File: config.mk
export PLATFORM = sky130hd
export DESIGN_NAME = rn_credit_ctrl_flat
export DESIGN_NICKNAME = d
export VERILOG_FILES = /design/src/rtl/rn_credit_ctrl_if.sv /design/src/rtl/rn_credit_ctrl.sv /design/src/flat_wrapper.sv
export SDC_FILE = /design/constraint.sdc
export NUM_CORES = 1
export LEC_CHECK = 0
export ABC_CLOCK_PERIOD_IN_PS = 4400
export CAP_MARGIN = 20
export CORE_MARGIN = 3
export CORE_UTILIZATION = 30
export DETAILED_ROUTE_END_ITERATION = 10
export PLACE_DENSITY = 0.51
export SLEW_MARGIN = 5
export SYNTH_ARGS = -nofsm -noshare
export SYNTH_HDL_FRONTEND = slang
export SYNTH_SLANG_ARGS = --single-unit
File: constraint.sdc
create_clock -name clk -period 4.4 [get_ports clk]
set_input_delay 1.1 -clock clk [delete_from_list [all_inputs] [get_ports clk]]
set_output_delay 1.1 -clock clk [all_outputs]
set_load 0.005 [all_outputs]
File: src/rtl/rn_credit_ctrl_if.sv
// Rename-to-backend dispatch credit interface: flush, push/issue/commit counts in; stall and credit status out.
// Latency: not applicable (wiring only); every status signal is driven from a register in the controller.
// Backpressure: the controller asserts rn_stall_req; rename must hold rn_push_size at 0 while it is high.
//   master: rename/backend side (drives flush and counts, observes status)
//   slave : rn_credit_ctrl (observes flush and counts, drives status)
interface rn_credit_ctrl_if #(
  parameter int CONFIG_P_ISSUE_WIDTH  = 1,
  parameter int CONFIG_P_COMMIT_WIDTH = 1,
  parameter int CONFIG_ROB_DEPTH      = 16,
  parameter int CONFIG_IQ_DEPTH       = 8
);
  logic                                     flush;
  logic [CONFIG_P_ISSUE_WIDTH:0]            rn_push_size;
  logic [CONFIG_P_COMMIT_WIDTH:0]           iq_issue_cnt;
  logic [CONFIG_P_COMMIT_WIDTH:0]           rob_commit_cnt;
  logic                                     rn_stall_req;
  logic [$clog2(CONFIG_ROB_DEPTH+1)-1:0]    rob_free;
  logic [$clog2(CONFIG_IQ_DEPTH+1)-1:0]     iq_free;
  logic [1:0]                               ctrl_state;
  logic                                     err_credit;

  modport master (
    output flush, rn_push_size, iq_issue_cnt, rob_commit_cnt,
    input  rn_stall_req, rob_free, iq_free, ctrl_state, err_credit
  );

  modport slave (
    input  flush, rn_push_size, iq_issue_cnt, rob_commit_cnt,
    output rn_stall_req, rob_free, iq_free, ctrl_state, err_credit
  );
endinterface

File: src/rtl/rn_credit_ctrl.sv
// Dispatch credit controller: tracks free ROB/IQ entries, sequences flush drain, raises stall to decode.
// Latency: all outputs registered; credits and stall reflect inputs one cycle later.
// Backpressure: rn_stall_req is set whenever the next cycle could not absorb a full issue group.
//   clk, rst (sync, active-high)
//   bus.slave: flush, rn_push_size, iq_issue_cnt, rob_commit_cnt in;
//              rn_stall_req, rob_free, iq_free, ctrl_state (INIT=0/RUN=1/DRAIN=2), err_credit out
module rn_credit_ctrl #(
  parameter int CONFIG_P_ISSUE_WIDTH  = 1,
  parameter int CONFIG_P_COMMIT_WIDTH = 1,
  parameter int CONFIG_ROB_DEPTH      = 16,
  parameter int CONFIG_IQ_DEPTH       = 8,
  parameter int CONFIG_DRAIN_CYCLES   = 2
) (
  input  logic           clk,
  input  logic           rst,
  rn_credit_ctrl_if.slave bus
);
  localparam int IW = 1 << CONFIG_P_ISSUE_WIDTH;
  localparam int RW = $clog2(CONFIG_ROB_DEPTH + 1);
  localparam int QW = $clog2(CONFIG_IQ_DEPTH + 1);
  localparam int DW = (CONFIG_DRAIN_CYCLES > 1) ? $clog2(CONFIG_DRAIN_CYCLES) : 1;

  localparam logic [RW-1:0] ROB_FULL   = RW'(CONFIG_ROB_DEPTH);
  localparam logic [QW-1:0] IQ_FULL    = QW'(CONFIG_IQ_DEPTH);
  localparam logic [RW-1:0] ROB_MIN    = RW'(IW);
  localparam logic [QW-1:0] IQ_MIN     = QW'(IW);
  localparam logic [DW-1:0] DRAIN_LOAD = DW'(CONFIG_DRAIN_CYCLES - 1);

  typedef enum logic [1:0] {
    ST_INIT  = 2'd0,
    ST_RUN   = 2'd1,
    ST_DRAIN = 2'd2
  } state_t;

  state_t                         state_q, state_nxt;
  logic [DW-1:0]                  drain_q, drain_nxt;
  logic [RW-1:0]                  rob_q, rob_nxt;
  logic [QW-1:0]                  iq_q, iq_nxt;
  logic                           stall_q, stall_nxt;
  logic                           err_q, err_nxt;

  logic [CONFIG_P_ISSUE_WIDTH:0]  push_cnt;
  logic [CONFIG_P_COMMIT_WIDTH:0] issue_cnt;
  logic [CONFIG_P_COMMIT_WIDTH:0] commit_cnt;

  // One extra bit so a transient negative or above-depth result is visible before clamping.
  logic signed [RW:0]             rob_sum;
  logic signed [QW:0]             iq_sum;
  logic                           rob_under, rob_over, iq_under, iq_over;
  logic                           push_vld;

  assign push_cnt   = bus.rn_push_size;
  assign issue_cnt  = bus.iq_issue_cnt;
  assign commit_cnt = bus.rob_commit_cnt;
  assign push_vld   = (push_cnt != '0);

  always_comb begin
    rob_sum   = $signed({1'b0, rob_q}) - $signed((RW+1)'(push_cnt)) + $signed((RW+1)'(commit_cnt));
    iq_sum    = $signed({1'b0, iq_q})  - $signed((QW+1)'(push_cnt)) + $signed((QW+1)'(issue_cnt));
    rob_under = rob_sum[RW];
    iq_under  = iq_sum[QW];
    rob_over  = !rob_sum[RW] && (rob_sum > $signed({1'b0, ROB_FULL}));
    iq_over   = !iq_sum[QW]  && (iq_sum  > $signed({1'b0, IQ_FULL}));
  end

  always_comb begin
    state_nxt = state_q;
    drain_nxt = drain_q;
    rob_nxt   = rob_q;
    iq_nxt    = iq_q;
    err_nxt   = err_q;

    if (bus.flush) begin
      // Everything in flight is discarded: full credit immediately, then a fixed drain window.
      // Nothing is counted in the flush cycle, so it cannot raise err_credit either.
      state_nxt = ST_DRAIN;
      drain_nxt = DRAIN_LOAD;
      rob_nxt   = ROB_FULL;
      iq_nxt    = IQ_FULL;
    end else begin
      case (state_q)
        ST_RUN: begin
          rob_nxt = rob_under ? '0 : (rob_over ? ROB_FULL : rob_sum[RW-1:0]);
          iq_nxt  = iq_under  ? '0 : (iq_over  ? IQ_FULL  : iq_sum[QW-1:0]);
          // A push against a raised stall is still counted above, but flagged.
          if (rob_under || rob_over || iq_under || iq_over || (push_vld && stall_q)) begin
            err_nxt = 1'b1;
          end
        end
        ST_DRAIN: begin
          rob_nxt = ROB_FULL;
          iq_nxt  = IQ_FULL;
          if (drain_q == '0) begin
            state_nxt = ST_RUN;
          end else begin
            drain_nxt = drain_q - DW'(1);
          end
        end
        default: begin
          state_nxt = ST_RUN;
          rob_nxt   = ROB_FULL;
          iq_nxt    = IQ_FULL;
        end
      endcase
    end

    // Judged on next-cycle credit so that any group of up to IW fits once stall is low.
    stall_nxt = (state_nxt != ST_RUN) || (rob_nxt < ROB_MIN) || (iq_nxt < IQ_MIN);
  end

  always_ff @(posedge clk) begin
    if (rst) begin
      state_q <= ST_INIT;
      drain_q <= '0;
      rob_q   <= ROB_FULL;
      iq_q    <= IQ_FULL;
      stall_q <= 1'b1;
      err_q   <= 1'b0;
    end else begin
      state_q <= state_nxt;
      drain_q <= drain_nxt;
      rob_q   <= rob_nxt;
      iq_q    <= iq_nxt;
      stall_q <= stall_nxt;
      err_q   <= err_nxt;
    end
  end

  assign bus.rn_stall_req = stall_q;
  assign bus.rob_free     = rob_q;
  assign bus.iq_free      = iq_q;
  assign bus.ctrl_state   = state_q;
  assign bus.err_credit   = err_q;
endmodule

File: src/flat_wrapper.sv
// flat-port wrapper written by rule: the top's interface ports become plain ports
module rn_credit_ctrl_flat 
#(
  parameter int CONFIG_P_ISSUE_WIDTH  = 1,
  parameter int CONFIG_P_COMMIT_WIDTH = 1,
  parameter int CONFIG_ROB_DEPTH      = 16,
  parameter int CONFIG_IQ_DEPTH       = 8,
  parameter int CONFIG_DRAIN_CYCLES   = 2
)
  (clk, rst, bus_flush, bus_rn_push_size, bus_iq_issue_cnt, bus_rob_commit_cnt, bus_rn_stall_req, bus_rob_free, bus_iq_free, bus_ctrl_state, bus_err_credit);
  rn_credit_ctrl_if #(.CONFIG_P_ISSUE_WIDTH(CONFIG_P_ISSUE_WIDTH), .CONFIG_P_COMMIT_WIDTH(CONFIG_P_COMMIT_WIDTH), .CONFIG_ROB_DEPTH(CONFIG_ROB_DEPTH), .CONFIG_IQ_DEPTH(CONFIG_IQ_DEPTH)) bus_i ();
  input  logic clk;
  input  logic rst;
  input wire logic [$bits(bus_i.flush)-1:0] bus_flush;
  input wire logic [$bits(bus_i.rn_push_size)-1:0] bus_rn_push_size;
  input wire logic [$bits(bus_i.iq_issue_cnt)-1:0] bus_iq_issue_cnt;
  input wire logic [$bits(bus_i.rob_commit_cnt)-1:0] bus_rob_commit_cnt;
  output wire logic [$bits(bus_i.rn_stall_req)-1:0] bus_rn_stall_req;
  output wire logic [$bits(bus_i.rob_free)-1:0] bus_rob_free;
  output wire logic [$bits(bus_i.iq_free)-1:0] bus_iq_free;
  output wire logic [$bits(bus_i.ctrl_state)-1:0] bus_ctrl_state;
  output wire logic [$bits(bus_i.err_credit)-1:0] bus_err_credit;
  assign bus_i.flush = bus_flush;
  assign bus_i.rn_push_size = bus_rn_push_size;
  assign bus_i.iq_issue_cnt = bus_iq_issue_cnt;
  assign bus_i.rob_commit_cnt = bus_rob_commit_cnt;
  assign bus_rn_stall_req = bus_i.rn_stall_req;
  assign bus_rob_free = bus_i.rob_free;
  assign bus_iq_free = bus_i.iq_free;
  assign bus_ctrl_state = bus_i.ctrl_state;
  assign bus_err_credit = bus_i.err_credit;
  rn_credit_ctrl #(.CONFIG_P_ISSUE_WIDTH(CONFIG_P_ISSUE_WIDTH), .CONFIG_P_COMMIT_WIDTH(CONFIG_P_COMMIT_WIDTH), .CONFIG_ROB_DEPTH(CONFIG_ROB_DEPTH), .CONFIG_IQ_DEPTH(CONFIG_IQ_DEPTH), .CONFIG_DRAIN_CYCLES(CONFIG_DRAIN_CYCLES)) u_core (.clk(clk), .rst(rst), .bus(bus_i));
endmodule
==> metrics.txt <==
Fin Hold WS=500.4 ps; gp weighted congestion=0.8397; Synth Area in Simple Gates=18.14%; critical path arrival=3830 ps; Net Sw Frac=29.87%; CP most frequent cell=fa_1; Internal Power=0.2338 mW; crit path max fanout=4; Post-CTS Setup Inserts=0; RSZ-0062 raised after global routing=no; remaining antenna violation count after routing=0; DRT Pass-1 Iters=3; Mean Syn Cell Area=8.927 um2; share of post-route cells with drive strength above 1=11.81%; Synth top area share=26.38%; post-synthesis cell type count=37; r2r worst-path depth=7; termination of the worst setup path=u_core.bus.rob_free[3]$_SDFF_PP0_; largest family of logic cells by synthesized area=adder cells; Multi-input gate area=699.4 um2; Post-Synthesis Cells=119; GRT met3 Usage=2.393%; Vias=860; EDFF count, synth=0; endpoint class of the critical path=flip-flop; clock sinks=14; CTS tree=done; MaxCap Viol Count=0; Clock Path Buffers=2; # rows=20; drt via density=4.574; wire length per cell=11.54 um; VDD IR max=0.1176 mV; largest net degree at the start of global routing=9; Starting Density=between 30 and 40%; clock power share=around 28%; mux cell area share after synthesis=0%; P&R area growth vs syn=28.39%; Die H=65.51 um; Remaining Overflow, GRT=0; Post-CTS Hold Buffers=0; CP max-delay cell=fa_1; total die area=roughly 4300 um2; synth warn=0; cell leakage power=0.5890 nW; Post-DP HPWL=1808 um; power per cell area=244.5 nW/um2; Worst Setup SP=bus_rn_push_size[1]; register area share after synthesis=a little over a quarter; fin. max-slew vios=0; first-pass GRT wire length=3643 um; routed wire length=2170 um; Switch Pwr=around 0.10 mW; Hold Crit Class=reg2reg; Final Critical Period=3608 ps; Clock Pin Slew Worst Setup and Hold Paths=90 ps; count leader, synth=inv_1; drt first-iter violations=11; core area=3203 um2; Synth area leader=dfxtp_1; synthesized area=1062 um2; Fin. Hold Viols=0; CTS Buf Count=3; sequential cell area=around 280 um2; final setup violation count=0; outcome=completed; post-synthesis adder-cell area fraction=24.03%; worst slew pin tran=between 300 and 400 ps; grt met2 use=between 15 and 20%; top_reg_cell synth=dfxtp_1; Port Buffer Count=21; via count of the first global-routing pass=857; Die Width=65.51 um; number of gates resized after cts=0; busiest grt layer=met2; final period utilization=82.00%; IO Count=22; Reg power frac=between 40% and 50%; H-tree lvl count=1; CP Launch Type=input port; clk_lat worst skew=280 ps; ordered cell list for the critical path=clkdlybuf4s50_1 > inv_1 > fa_1 > fa_1 > nor2_1 > nand2_1 > or3_4 > a311oi_2 > nor3b_2; Fmax=277.2 MHz; most instantiated cells after synthesis=21 x inv_1, 14 x dfxtp_1, 14 x ha_1; Critical Path RT=4620 ps; Syn Nets=around 150; Gate power share=between 30% and 40%; max incr delay on CP=570 ps; Synth Area in Compound Gates=18.73%; nets=172; synth top area cells=dfxtp_1 26%, ha_1 16%, fa_1 7.5%; Slew HR=74.55%; Reg-to-Reg End=u_core.bus.rob_free[3]$_SDFF_PP0_; Setup CP Type=in2reg; DRC=0; FILL cells=346; XOR/XNOR share of the synthesized area=4.947%; GR Util met1=13.87%; reg2reg setup slack=1810 ps; Post-synth ARST share=0%; ant diodes=0; number of synthesized register bits=14; Total GRT Usage=roughly 11%; Crit Reg-Reg Startpoint=u_core.bus.rob_free[1]$_SDFF_PP0_; antenna violations before repair=0; Root Buffer=clkbuf_4; clk_skew=8.749 ps; Setup TNS=0 ps
## stage by stage
stage	util (%)	cell area (um2)	worst slack (ps)	power (mW)	instances
2_1_floorplan	-	1062	1239	0.2089	119
3_3_place_gp	41.45	1328	507.3	0.2416	184
3_5_place_dp	41.45	1328	487.2	0.2425	184
4_1_cts	42.58	1364	777.0	0.3396	188
5_1_grt	42.58	1364	631.4	0.3586	188
6_report	42.58	1364	792.1	0.3334	188
## critical path, delay by kind of cell
family	cells	cell delay, ps
simple gates	4	750
fa+ha+maj	2	1060
compound gates	1	330
buf+inv	2	590
## how the worst min path moves through the flow
stage                                                   from                            endpoint  slack [ps]  depth (start not counted)
after floorplan                  u_core.drain_q$_SDFFE_PP0P_         u_core.drain_q$_SDFFE_PP0P_         460                          2
after global placement           u_core.drain_q$_SDFFE_PP0P_         u_core.drain_q$_SDFFE_PP0P_         490                          2
after detailed placement  u_core.bus.err_credit$_SDFFE_PP0P_  u_core.bus.err_credit$_SDFFE_PP0P_         500                          2
after CTS                 u_core.bus.err_credit$_SDFFE_PP0P_  u_core.bus.err_credit$_SDFFE_PP0P_         510                          2
after global routing      u_core.bus.err_credit$_SDFFE_PP0P_  u_core.bus.err_credit$_SDFFE_PP0P_         530                          2
final                     u_core.bus.err_credit$_SDFFE_PP0P_  u_core.bus.err_credit$_SDFFE_PP0P_         500                          2
## placed cells by master (no fill, tap or decap), drive strengths merged, types with 2 or more instances in the layout
cell           netlist  final
a211oi               3      3
a21o                 3      3
a21oi                7      7
and2                 5      5
clkbuf               0      4
clkdlybuf4s50        0     21
dfxtp               14     14
fa                   4      4
ha                  14     14
inv                 22     22
nand2                7      7
nand2b               4      4
nor2                 6      6
nor2b                2      2
nor3b                3      3
o21ai                4      4
or3                  2      2
xnor2                4      4
xor2                 2      2
## state kept, by name, summed over array words and instances, names as in the netlist
name and flops:
u_core.drain_q 1, u_core.bus.iq_free 4, u_core.bus.ctrl_state 2, u_core.bus.err_credit 1, u_core.bus.rob_free 5, u_core.bus.rn_stall_req 1
## final cells by class
cell class	count	share of cell area [%]
Inverter	22	6.055
Timing Repair Buffer	21	15.41
Multi-Input combinational cell	83	51.28
Sequential cell	14	20.55
Clock buffer	4	2.661
Tap cell	44	4.037
## power by group through the flow
stage / combinational (mW) / sequential [mW] / clock, mW
final: 0.104 / 0.136 / 0.0943
after global routing: 0.118 / 0.136 / 0.105
after CTS: 0.105 / 0.136 / 0.0992
after detailed placement: 0.104 / 0.139 / 0
after global placement: 0.103 / 0.139 / 0
after floorplan: 0.0706 / 0.138 / 0
## routing by layer
layer | vias up | share of wire (%)
li1 | 454 | -
met1 | 381 | 49
met2 | 19 | 44
met3 | 6 | 4.8
met4 | 0 | 2.0
met5 | - | 0
## cells by family (layout without fill, tap and decap cells)
family                     count (synthesis)  after routing
buffers and inverters                     22             47
adders and majority gates                 18             18
DFF                                       14             14
and+or+nand+nor                           33             33
xor gates and xnor gates                   6              6
AOI/OAI and AO/OA                         26             26
Note: power is estimated with default switching activity, not from simulation.
==> variant: new RTL, same settings <==
`CONFIG_ROB_DEPTH` is set to 16 in 3 places; all go to 64.
--- a/src/rtl/rn_credit_ctrl_if.sv
+++ b/src/rtl/rn_credit_ctrl_if.sv
@@ -8,3 +8,3 @@
   parameter int CONFIG_P_COMMIT_WIDTH = 1,
-  parameter int CONFIG_ROB_DEPTH      = 16,
+  parameter int CONFIG_ROB_DEPTH      = 64,
   parameter int CONFIG_IQ_DEPTH       = 8
--- a/src/rtl/rn_credit_ctrl.sv
+++ b/src/rtl/rn_credit_ctrl.sv
@@ -9,3 +9,3 @@
   parameter int CONFIG_P_COMMIT_WIDTH = 1,
-  parameter int CONFIG_ROB_DEPTH      = 16,
+  parameter int CONFIG_ROB_DEPTH      = 64,
   parameter int CONFIG_IQ_DEPTH       = 8,
--- a/src/flat_wrapper.sv
+++ b/src/flat_wrapper.sv
@@ -5,3 +5,3 @@
   parameter int CONFIG_P_COMMIT_WIDTH = 1,
-  parameter int CONFIG_ROB_DEPTH      = 16,
+  parameter int CONFIG_ROB_DEPTH      = 64,
   parameter int CONFIG_IQ_DEPTH       = 8,
Ports: changed (resized bus_rob_free); port bits go from 22 to 24. The function was not compared with the original's and may differ.
==> variant against the unedited design <==
Combinational power is 9% higher; synthesized area is 14% higher; die area increased by 13%; sequential cell count rose by 2; clock power is 34% higher; maximum frequency fell by 4.3%; design area is 14% higher; setup slack got worse by 0.16 ns; first-iteration DRC count increased by 91%; utilization is 1.3 points lower; wire length rose by 16%; power grew 18%; worst hold slack improved by 0.037 ns; critical path type unchanged; critical endpoint is now u_core.bus.err_credit; largest power group unchanged.
==> variant: results (changes against the unedited design) <==
grt_usage_pct: 10.6  # -0.42 points
placed_cell_area_sq_um: 1500  # +13%
place.gp.congestion: 0.826  # -1.6%
r2r_slack_ns: 1.71  # -0.10 ns
drt_iter0_drc: 21  # +10
ir_drop_mv: 0.130  # +11%
crit_family: "compound AO/OA/AOI/OAI gates"
grt_start_max_net_pins: 10  # +1
clk_share_pct: 3.54  # +0.88 points
power_leakage_nw: 0.674  # +14%
power_clock_w: 0.000126  # +34%
clkLatencyLatePin_ns: 0.24  # -0.04 ns
io_buffer_count: 23  # +9.5%
fill_cells: 391  # +13%
routed-wl-met3_um: 108  # +2.9%
clock_skew_ns: 0.000891  # -0.00786 ns
slowest_delay_ns: 0.52  # -0.05 ns
final_cells: 216  # +15%
synth_cells: 141  # +18%
wirelength_met1_um: 1250  # +17%
synthTopCellsByCount: "inv_1 (25), dfxtp_1 (16), ha_1 (16)"
totalWireLength_um: 2520  # +16%
wl_met2_um: 1150  # +21%
fin_nets: 198  # +15%
cts_root_buf: "clkbuf_8"
syn_nets: 170  # +16%
grt_util_met1_pct: 14.1  # +0.21 points
vias: 1049  # +22%
nonClkBufAreaFrac_pct: 15.3  # -0.14 points
clkSlewWorstSetupHoldPaths_ns: 0.06  # -0.03 ns
worst_pin_slew_ns: 0.425  # +0.0457 ns
synth_cell_types: 34  # -8.1%
drt_pass1_iterations: 4  # +1
whs_ns: 0.537  # +0.0371 ns
seq_area_sq_um: 320  # +14%
n_all_buffers: 24  # +14%
ys_top_cells_by_area: "dfxtp_1 (26%), ha_1 (16%), inv_1 (7.7%)"
status: "complete, no violations"
hpwl_um: 2090  # +16%
crit_fanout: 9  # +5
multi_input_gates: 99  # +19%
largest_reg_flops: 7  # +2
pre_cts_ws_ns: 0.376  # -0.111 ns
power_density_nw_per_um2: 252  # +3.1%
n_all_inverters: 25  # +14%
drive_gt1_share_pct: 3.57  # -8.2 points
grt_pass1_wl_um: 4400  # +21%
max_clock_freq_mhz: 265  # -4.3%
p_int_w: 0.000284  # +21%
final_core_util_pct: 41.3  # -1.3 points
seq_cells: 16  # +2
ys_seq_area_share_pct: 26.4  # about the same
[variant: cell types whose count changed in the layout (fill, tap and decap cells not counted), sizes merged, moves of 3 or more]
cell	delta
inv	+3
and2	-5
nor2	+6
nand2	-5
nor4	+3
nor3	+3
[variant: path summary, 6_finish.rpt]
path / start / end / cells past startpoint
hold / removal: u_core.drain_q / u_core.drain_q / 2
setup reg to reg: u_core.bus.rob_free[1] / u_core.bus.err_credit / 7
hold reg to reg: u_core.drain_q / u_core.drain_q / 2
setup / recovery: bus_rn_push_size[1] / u_core.bus.err_credit / 9
[variant: cells by family after synthesis]
| family | Yosys count | synth area share [%] |
|---|---|---|
| AOI/OAI and AO/OA | 33 | 19.3 |
| buffers and inverters | 26 | 8.65 |
| DFF | 16 | 26.4 |
| and+or+nand+nor | 38 | 16.8 |
| muxes | 1 | 0.824 |
| adders and majority gates | 20 | 23.1 |
| xor gates and xnor gates | 7 | 5.05 |
